<file path="src/rtl/alu_pkg.sv">
// Shared types for the bit-serial ALU: 3-bit opcode encoding and the sequencer states.
package alu_pkg;

    typedef enum logic [2:0] {
        OP_AND      = 3'd0,
        OP_NOT      = 3'd1,
        OP_OR       = 3'd2,
        OP_XOR      = 3'd3,
        OP_ADD      = 3'd4,
        OP_SUB      = 3'd5,
        OP_TRANSFER = 3'd6,
        OP_TEST     = 3'd7
    } opcode_t;

    typedef enum logic [1:0] {
        IDLE = 2'd0,
        RUN  = 2'd1,
        DONE = 2'd2
    } state_t;

    // Only ADD and SUB propagate a carry/borrow between bit slices.
    function automatic logic is_arith(input opcode_t op);
        return (op == OP_ADD) || (op == OP_SUB);
    endfunction

endpackage

</file>
<file path="src/rtl/alu_serial4_if.sv">
// Request/result bundle for alu_serial4; the zero port exists only with ALU_SERIAL4_ZERO_FLAG_EN.
// master = requester (drives operands/start), slave = the ALU.
interface alu_serial4_if #(parameter int WIDTH = 4);

    logic             start;
    logic [2:0]       select;
    logic [WIDTH-1:0] a;
    logic [WIDTH-1:0] b;
    logic             carry_in;
    logic             busy;
    logic             done;
    logic [WIDTH-1:0] result;
    logic             carry_out;

`ifdef ALU_SERIAL4_ZERO_FLAG_EN
    logic             zero;

    modport master (
        output start, select, a, b, carry_in,
        input  busy, done, result, carry_out, zero
    );

    modport slave (
        input  start, select, a, b, carry_in,
        output busy, done, result, carry_out, zero
    );
`else
    modport master (
        output start, select, a, b, carry_in,
        input  busy, done, result, carry_out
    );

    modport slave (
        input  start, select, a, b, carry_in,
        output busy, done, result, carry_out
    );
`endif

endinterface

</file>
<file path="src/rtl/alu1.sv">
// One-bit ALU slice, purely combinational; carry_out is meaningful only for ADD (carry) and SUB (borrow).
module alu1
    import alu_pkg::*;
(
    input  logic    a,
    input  logic    b,
    input  logic    carry_in,
    input  opcode_t select,
    output logic    out,
    output logic    carry_out
);

    always_comb begin
        out       = 1'b0;
        carry_out = 1'b0;
        case (select)
            OP_AND:      out = a & b;
            OP_NOT:      out = ~a;
            OP_OR:       out = a | b;
            OP_XOR:      out = a ^ b;
            OP_ADD: begin
                out       = a ^ b ^ carry_in;
                carry_out = (a & b) | (carry_in & (a ^ b));
            end
            OP_SUB: begin
                // carry_in/carry_out act as borrow-in/borrow-out here
                out       = a ^ b ^ carry_in;
                carry_out = (~a & b) | (carry_in & ~(a ^ b));
            end
            OP_TRANSFER: out = a;
            OP_TEST:     out = ~(a ^ b);
            default: begin
                out       = 1'b0;
                carry_out = 1'b0;
            end
        endcase
    end

endmodule

</file>
<file path="src/rtl/alu_serial4.sv">
// Bit-serial ALU, one alu1 slice per cycle LSB first; done pulses WIDTH edges after start, throughput WIDTH+2.
// start is only sampled in IDLE (ignored while busy); optional zero flag under ALU_SERIAL4_ZERO_FLAG_EN.
module alu_serial4
    import alu_pkg::*;
#(
    parameter int WIDTH = 4
)(
    input  logic         clk,
    input  logic         rst_n,
    alu_serial4_if.slave bus
);

    localparam int            CW   = $clog2(WIDTH);
    localparam logic [CW-1:0] LAST = CW'(WIDTH - 1);

    state_t           state;
    state_t           state_nxt;
    logic             load;
    logic             step;
    logic             last;

    opcode_t          op_q;
    opcode_t          sel_op;
    logic [WIDTH-1:0] a_q;
    logic [WIDTH-1:0] b_q;
    logic [WIDTH-1:0] acc_q;
    logic [WIDTH-1:0] acc_nxt;
    logic             carry_q;
    logic [CW-1:0]    cnt_q;

    logic             cell_out;
    logic             cell_carry;

    logic [WIDTH-1:0] result_q;
    logic             carry_out_q;

    assign sel_op  = opcode_t'(bus.select);
    assign acc_nxt = {cell_out, acc_q[WIDTH-1:1]};

    always_ff @(posedge clk or negedge rst_n) begin
        if (!rst_n) begin
            state <= IDLE;
        end else begin
            state <= state_nxt;
        end
    end

    always_comb begin
        state_nxt = state;
        load      = 1'b0;
        step      = 1'b0;
        last      = 1'b0;
        case (state)
            IDLE: begin
                if (bus.start) begin
                    load      = 1'b1;
                    state_nxt = RUN;
                end
            end
            RUN: begin
                step = 1'b1;
                if (cnt_q == LAST) begin
                    last      = 1'b1;
                    state_nxt = DONE;
                end
            end
            DONE:    state_nxt = IDLE;
            default: state_nxt = IDLE;
        endcase
    end

    // Operands shift right so the slice always sees bit 0; the cell output
    // enters at the MSB so after WIDTH steps bit i sits at acc[i].
    always_ff @(posedge clk or negedge rst_n) begin
        if (!rst_n) begin
            op_q    <= OP_AND;
            a_q     <= '0;
            b_q     <= '0;
            acc_q   <= '0;
            carry_q <= 1'b0;
            cnt_q   <= '0;
        end else if (load) begin
            op_q    <= sel_op;
            a_q     <= bus.a;
            b_q     <= bus.b;
            acc_q   <= '0;
            carry_q <= is_arith(sel_op) & bus.carry_in;
            cnt_q   <= '0;
        end else if (step) begin
            a_q     <= a_q >> 1;
            b_q     <= b_q >> 1;
            acc_q   <= acc_nxt;
            carry_q <= is_arith(op_q) & cell_carry;
            cnt_q   <= cnt_q + 1'b1;
        end
    end

    alu1 u_cell (
        .a         (a_q[0]),
        .b         (b_q[0]),
        .carry_in  (carry_q),
        .select    (op_q),
        .out       (cell_out),
        .carry_out (cell_carry)
    );

    // Visible result only moves on the final slice, so it is stable for a whole operation.
    always_ff @(posedge clk or negedge rst_n) begin
        if (!rst_n) begin
            result_q    <= '0;
            carry_out_q <= 1'b0;
        end else if (last) begin
            result_q    <= acc_nxt;
            carry_out_q <= is_arith(op_q) & cell_carry;
        end
    end

`ifdef ALU_SERIAL4_ZERO_FLAG_EN
    logic zero_q;

    always_ff @(posedge clk or negedge rst_n) begin
        if (!rst_n) begin
            zero_q <= 1'b1;
        end else if (last) begin
            zero_q <= (acc_nxt == '0);
        end
    end

    assign bus.zero = zero_q;
`else
`endif

    assign bus.busy      = (state != IDLE);
    assign bus.done      = (state == DONE);
    assign bus.result    = result_q;
    assign bus.carry_out = carry_out_q;

endmodule

</file>
<file path="src/flat_wrapper.sv">
// flat-port wrapper written by rule: the top's interface ports become plain ports
module alu_serial4_flat import alu_pkg::*;
#(
    parameter int WIDTH = 4
)
  (clk, rst_n, bus_start, bus_select, bus_a, bus_b, bus_carry_in, bus_busy, bus_done, bus_result, bus_carry_out);
  alu_serial4_if #(.WIDTH(WIDTH)) bus_i ();
  input  logic clk;
  input  logic rst_n;
  input wire logic [$bits(bus_i.start)-1:0] bus_start;
  input wire logic [$bits(bus_i.select)-1:0] bus_select;
  input wire logic [$bits(bus_i.a)-1:0] bus_a;
  input wire logic [$bits(bus_i.b)-1:0] bus_b;
  input wire logic [$bits(bus_i.carry_in)-1:0] bus_carry_in;
  output wire logic [$bits(bus_i.busy)-1:0] bus_busy;
  output wire logic [$bits(bus_i.done)-1:0] bus_done;
  output wire logic [$bits(bus_i.result)-1:0] bus_result;
  output wire logic [$bits(bus_i.carry_out)-1:0] bus_carry_out;
  assign bus_i.start = bus_start;
  assign bus_i.select = bus_select;
  assign bus_i.a = bus_a;
  assign bus_i.b = bus_b;
  assign bus_i.carry_in = bus_carry_in;
  assign bus_busy = bus_i.busy;
  assign bus_done = bus_i.done;
  assign bus_result = bus_i.result;
  assign bus_carry_out = bus_i.carry_out;
  alu_serial4 #(.WIDTH(WIDTH)) u_core (.clk(clk), .rst_n(rst_n), .bus(bus_i));
endmodule
</file>
<file path="config.mk">
export PLATFORM = sky130hd
export DESIGN_NAME = alu_serial4_flat
export DESIGN_NICKNAME = d
export VERILOG_FILES = /design/src/rtl/alu_pkg.sv /design/src/rtl/alu_serial4_if.sv /design/src/rtl/alu1.sv /design/src/rtl/alu_serial4.sv /design/src/flat_wrapper.sv
export SDC_FILE = /design/constraint.sdc
export NUM_CORES = 1
export LEC_CHECK = 0
export ABC_AREA = 1
export BUFFER_PORTS_ARGS = -buffer_cell sky130_fd_sc_hd__clkbuf_2
export CORE_MARGIN = 4
export CORE_UTILIZATION = 50
export CTS_CLUSTER_DIAMETER = 30
export DETAILED_ROUTE_END_ITERATION = 8
export PLACE_DENSITY = 0.73
export SYNTH_ARGS = -nofsm -noshare
export SYNTH_HDL_FRONTEND = slang
export SYNTH_SLANG_ARGS = --single-unit
</file>
<file path="constraint.sdc">
create_clock -name clk -period 1.6 [get_ports clk]
set_input_delay 0.16 -clock clk [delete_from_list [all_inputs] [get_ports clk]]
set_output_delay 0.16 -clock clk [all_outputs]
set_load 0.02 [all_outputs]
</file>
**Word-level counts from Yosys, hierarchy flattened**

Cells that the tools add are included.

- Flip-flop bits (word level): 25
- Input port bits: 15
- Word-level logic and storage cells: 65

- Add/sub/neg operators: 1
- Equality and inequality tests: 14
- Muxes and demuxes: 20
- Bitwise logic cells: 13
- Reductions and logical operators: 8

Operator list:

| cell | number |
|---|---|
| 4-bit 2-to-1 mux | 6 |
| 3-bit == test, second input constant | 6 |
| 2-bit 2-to-1 mux | 4 |
| 1-bit 2-to-1 mux | 7 |
| 1-bit case mux with 7 select lines | 1 |
| 1-bit AND | 6 |
| 3-bit by 2-bit == test with 1-bit output, second input constant | 2 |
| 2-bit == test, second input constant | 2 |
| 2-bit case mux with 2 select lines | 1 |
| 2-bit nonzero test | 2 |
| 3-bit by 1-bit == test with 1-bit output, second input constant | 1 |
| 3-bit zero test | 1 |
| 1-bit OR | 3 |
| 2-bit by 1-bit adder with 2-bit output, second input constant | 1 |
| 2-bit by 1-bit == test with 1-bit output, second input constant | 1 |
| 2-bit zero test | 1 |
| 1-bit logical OR | 2 |
| 2-bit by 1-bit inequality test with 1-bit output, second input constant | 1 |
| 2-bit inequality test, second input constant | 1 |
| 1-bit NOT | 2 |
| 1-bit case mux with 2 select lines | 1 |
| 2-bit AND reduction | 1 |
| 2-bit OR reduction | 1 |
| 1-bit XOR | 2 |

**Longest topological paths before layout**

- Depth after elaboration: 8
- Depth in mapped cells: 9

**Modules after synthesis**

From an unflattened synthesis, not the netlist that was laid out.

- Cells, all modules: 137
- Area, all modules: 1275.0 sq um

By module, submodules not included:

| module | times used | cells an instance | area an instance (sq um) | sequential area each (sq um) |
|---|---|---|---|---|
| alu_serial4 | 1 | 108 | 1098.6 | 600.6 |
| alu1 | 1 | 29 | 176.4 | 0.0 |

**Least setup slack after synthesis**

Ideal clock, no wire load.

- Path kind: reg-to-reg
- From: register u_core.a_q[0]
- To: register u_core.acc_q[3]
- Setup time: 0.116 ns
- Data arrival time: 1.288 ns
- Slack: 0.196 ns
- Cell stages (with the launch flop): 7
- Period minus slack after synthesis: 1.404 ns
- Cell sequence: dfrtp_1 -> fa_1 -> and3_1 -> nor2_1 -> nand3_1 -> nand2_1 -> nand2_1

- Cells in the longest elaborated chain, start to end: 5
- Elaborated cells between the ends (all ways): 9
- Those cells by class: mux (3); bitwise (6)

Ends and longest elaborated chain:

| element | line | text |
|---|---|---|
| start, declared | alu_serial4.sv:24 | `logic [WIDTH-1:0] a_q;` |
| start signal, assigned | alu_serial4.sv:84 | `a_q <= bus.a;` |
| start signal, assigned | alu_serial4.sv:90 | `a_q <= a_q >> 1;` |
| 1-bit XOR | -- |  |
| 1-bit XOR or 1-bit NOT (tied branches) | alu1.sv:22, alu1.sv:27, alu1.sv:31 |  |
| 1-bit case mux with 7 select lines * | alu1.sv:16 | `case (select)` |
| 4-bit 2-to-1 mux * | alu_serial4.sv:89 | `end else if (step) begin` |
| 4-bit 2-to-1 mux * | alu_serial4.sv:82 | `end else if (load) begin` |
| end signal, assigned | alu_serial4.sv:92 | `acc_q <= acc_nxt;` |
| end, declared | alu_serial4.sv:26 | `logic [WIDTH-1:0] acc_q;` |

Mark *: on every way between the ends. The rest lies on a longest branch, timed or not. The select of a mux whose other input is x is not followed.
A chain may end at the register's enable or synchronous reset.

**Worst setup path after layout**

- From: register u_core.carry_q
- To: register u_core.result_q[3], in the netlist u_core.bus.result[3]

- Cells in the longest elaborated chain, start to end: 2

Ends and longest elaborated chain:

| element | line | text |
|---|---|---|
| start, declared | alu_serial4.sv:28 | `logic carry_q;` |
| start signal, assigned | alu_serial4.sv:87 | `carry_q <= is_arith(sel_op) & bus.carry_in;` |
| start signal, assigned | alu_serial4.sv:93 | `carry_q <= is_arith(op_q) & cell_carry;` |
| 1-bit XOR | alu1.sv:22, alu1.sv:27 |  |
| 1-bit case mux with 7 select lines | alu1.sv:16 |  |
| end signal, assigned | alu_serial4.sv:113 | `result_q <= acc_nxt;` |
| end, declared | alu_serial4.sv:34 | `logic [WIDTH-1:0] result_q;` |

No other way between the ends.

==> out/metrics.sh <==
SYNTH.CELL_AREA_MM2=0.00117
FINAL_NET_COUNT=172
FLOORPLAN.DIE_AREA_MM2=0.00318
TOTAL_I_O_PIN_COUNT=22
ANT_NETS=0
DIE_Y_UM=56.4
MAX_SLEW.WORST_PIN.SLEW_PS=581
DRT_FIRST_ITER_VIOLATIONS=14
CRITICAL-PATH-TOP-CELL-BY-COUNT='nand2_1'
TIMING.CLOCK.SKEW_PS=2.63
GRT_ANTENNA_BEFORE_REPAIR=0
GLOBAL_ROUTE_TOTAL_USAGE_ACROSS_EVERY_LAYER_PCT=15.5
NUMBER_OF_ENABLE_TYPE_REGISTER_CELLS_IN_THE_SYNTHESIZED_NETLIST=0
ENDPOINT_ARRIVAL_TIME_ON_THE_CRITICAL_PATH_PS=1750
MAXCLOCKFREQUENCY_MHz=654
SWITCHINGPOWER_W=0.00119
CLKLATENCYLATEPIN_PS=310
CLK_PIN_SLEW_PS=140
LEAKAGE_POWER_nW=0.732
FINALWIRELENGTH_UM=2260
FIRST_GLOBAL_VIAS=934
DIE_W_UM=56.4
POWER.SHARE.SEQUENTIAL_PCT=38.7
TOTAL_POWER_W=0.00276
DRTPASS1ITERATIONS=4
LAYOUT.CELLS.MOST_COMMON_LIST='nand2_1, dfrtp_1, clkbuf_2, inv_1'
ROW_COUNT=17
HTREE_NUM_LEVELS=1
NUMBER_OF_MAX_CAPACITANCE_VIOLATIONS_REPORTED=0
FIN_WORST_HOLD_SLACK_PS=33.8
CTS_SINKS=24
FLOORPLAN.INITIALDENSITY_PCT=52.9
CLOCK_POWER_SHARE_PCT=16.0
PLACE.GP.CONGESTION=0.797
GLOBAL_ROUTE.OVERFLOW_TOTAL=0
LARGEST_NET_DEGREE_AT_THE_START_OF_GLOBAL_ROUTING=25
POST-ROUTE-WORST-SETUP-SLACK_PS=70.6
WORST_EP_REQUIRED_TIME_PS=1820
FINALWORSTPATHREQUIREDPERIOD_PS=1530
FINALHOLDVIOLCOUNT=0
SYN_TO_FINAL_GROWTH_PCT=16.5
LAYOUT_WORST_PATH_CYCLE_SHARE_PCT=95.6
POST-DP-HPWL_UM=1700
SLEW_HEADROOM_PCT=61.3
PWR-SHARE-COMB_PCT=45.3
TRITONCTS='built'
GRT_PASS1_WL_UM=3930
DESIGN.CORE.AREA_MM2=0.00221
SETUP.WORST_PATH.END_CLASS='flop'
HP-CLASS='in2reg'
MOSTFREQUENTLAYOUTCELL='nand2_1'
YS_FF_LATCH=24
NUMBER_OF_LIBRARY_CELL_TYPES_MAPPED_BY_SYNTHESIS=25
END_OF_FLOW_CORE_UTILIZATION_PCT=61.7
VIA_COUNT_NORMALIZED_BY_INSTANCE_COUNT=5.27
CRITICAL-PATH-MAX-STAGE-DELAY_PS=490
SYNTH.AVG_CELL_AREA_UM2=9.29
FINAL_SETUP_TNS_PS=0
NUMCTSBUFFERS=3
SETUP_REPAIR_AFTER_GLOBAL_ROUTING_MISSED_ITS_MARGIN='no'
NUM_ANTENNA_CELLS=0
SYNTH-SEQ-AREA-SHARE_PCT=51.3
RUN_STATUS='completed'
P_SW_SHARE_PCT=43.0
YOSYS_WARNINGS=0
CRITPATHKIND='reg2reg'
POST_ROUTE_CELLS_DRIVE_ABOVE_1_SHARE_PCT=27.2
CTS_ROOT_BUF='clkbuf_4'
CLOCKBUFFERDEPTH=2
VDD_IR_DROP_MAX_mV=1.07
TIMING.FINAL.SETUP_VIOLATIONS=0
SLEW_VIOL_FINAL=0
POSTSYNTH.ASYNCRESETSHARE_PCT=100
PORT_BUFFERS=21
PLACEMENT.SETUP.WORST_SLACK_PS=109
SYNTHCELLS=126
WL_PER_CELL_UM=12.6
CRITICAL_PATH.SLOWEST_CELL='fa_1'
SETUP.WORST_PATH.START_CLASS='flop'
VIAS=944
HIGHEST_NET_FANOUT_ALONG_THE_WORST_PATH=3
TIMING.CRITICAL_PATH.CELLS='fa_1, and3_1, nor2_1, nand3_1, nand2_1, nand2_1'
P_INT_W=0.00157
SYNTH_TOP_FLOP_CELL='dfrtp_1'
P_PER_AREA_mW_PER_MM2=2020
DRT_DRC_VIOLATIONS_LEFT=0
MAPPEDNETLISTNETS=146
-- power groups by stage --
stage / logic (W) / registers, W / clock network (W)
floorplan: 0.000908 / 0.00110 / 0
global placement: 0.00121 / 0.00106 / 0
detailed placement: 0.00125 / 0.00107 / 0
CTS: 0.00127 / 0.00106 / 0.000452
global route: 0.00143 / 0.00111 / 0.000482
finish: 0.00125 / 0.00107 / 0.000442
-- sequential cells by signal, indices dropped and copies added, names as in the netlist --
register and cells:
u_core.cnt_q 2, u_core.acc_q 3, u_core.a_q 4, u_core.b_q 4
u_core.bus.carry_out 1, u_core.bus.result 4, u_core.carry_q 1, u_core.state 2
u_core.op_q 3
-- layout make-up --
class / instances / area [µm²]
Sequential cell: 24 / 602
Tap cell: 28 / 35.0
Clock buffer: 3 / 22.5
Clock inverter: 1 / 30.0
Inverter: 19 / 78.8
Multi-Input combinational cell: 82 / 480
Fill cell: 201 / 848
Timing Repair Buffer: 22 / 115
-- final timing paths --
| kind | from | endpoint | slack, ps | cells past startpoint |
|---|---|---|---|---|
| setup / recovery | u_core.carry_q$_DFFE_PN0P_ | u_core.bus.result[3]$_DFFE_PN0P_ | 70 | 6 |
| hold / removal | bus_b[3] | u_core.b_q[3]$_DFFE_PN0P_ | 30 | 3 |
| setup reg to reg | u_core.carry_q$_DFFE_PN0P_ | u_core.bus.result[3]$_DFFE_PN0P_ | 70 | 6 |
| hold reg to reg | u_core.cnt_q[0]$_DFFE_PN0P_ | u_core.cnt_q[0]$_DFFE_PN0P_ | 490 | 1 |
| max in group asynchronous | rst_n | u_core.b_q[0]$_DFFE_PN0P_ | 830 | 2 |
| min in group asynchronous | rst_n | u_core.op_q[2]$_DFFE_PN0P_ | 360 | 2 |
-- routing by layer --
layer  global-route usage, %  share of wire (%)
met5                       0                  0
met4                    4.07                1.4
met3                    2.99                3.6
met2                    27.4                 51
met1                    19.2                 44
-- timing repair --
| item | in CTS | in global routing |
|---|---|---|
| hold buffers | 1 | 0 |
| setup buffers | 0 | 0 |
| endpoints found under the hold margin | 24 | 0 |
| resized for setup | 0 | 2 |
| endpoints found under the setup margin | 0 | 3 |
-- worst max-delay path: cells and delay by family, from the launching register on --
kind	cells	cell delay [ps]
AND/OR/NAND/NOR	5	510
adder cells (fa/ha/maj)	1	490
flip-flops	1	450
-- cell usage after synthesis (2+ instances only) --
library cell	instances	area share, %
dfrtp_1	24	51
o221ai_1	2	1.5
inv_4	3	1.6
o22ai_1	2	1.1
fa_1	2	3.4
a22oi_1	2	1.3
nand2_1	37	12
nor2_1	6	1.9
nand3_1	7	3.0
o21ai_0	7	3.0
nand2_4	3	2.9
inv_2	3	0.96
nand2_2	2	1.1
inv_1	13	4.2
ha_1	3	3.2
-- kinds of logic (layout without fill, tap and decap cells) --
group / count (synthesis) / count (layout) / synth area share (%)
AO/OA/AOI/OAI: 19 / 19 / 11.1
adder cells (fa/ha/maj): 5 / 5 / 6.62
buffers and inverters: 20 / 45 / 7.69
flip-flops: 24 / 24 / 51.3
AND/OR/NAND/NOR: 58 / 58 / 23.3
-- through the flow --
step                      cell area, µm²  std cells
final                               1360        179
after global routing                1360        179
after CTS                           1360        179
after detailed placement            1300        174
after global placement              1300        174
after floorplan                     1170        126
Power figures use the tool's default switching activity.
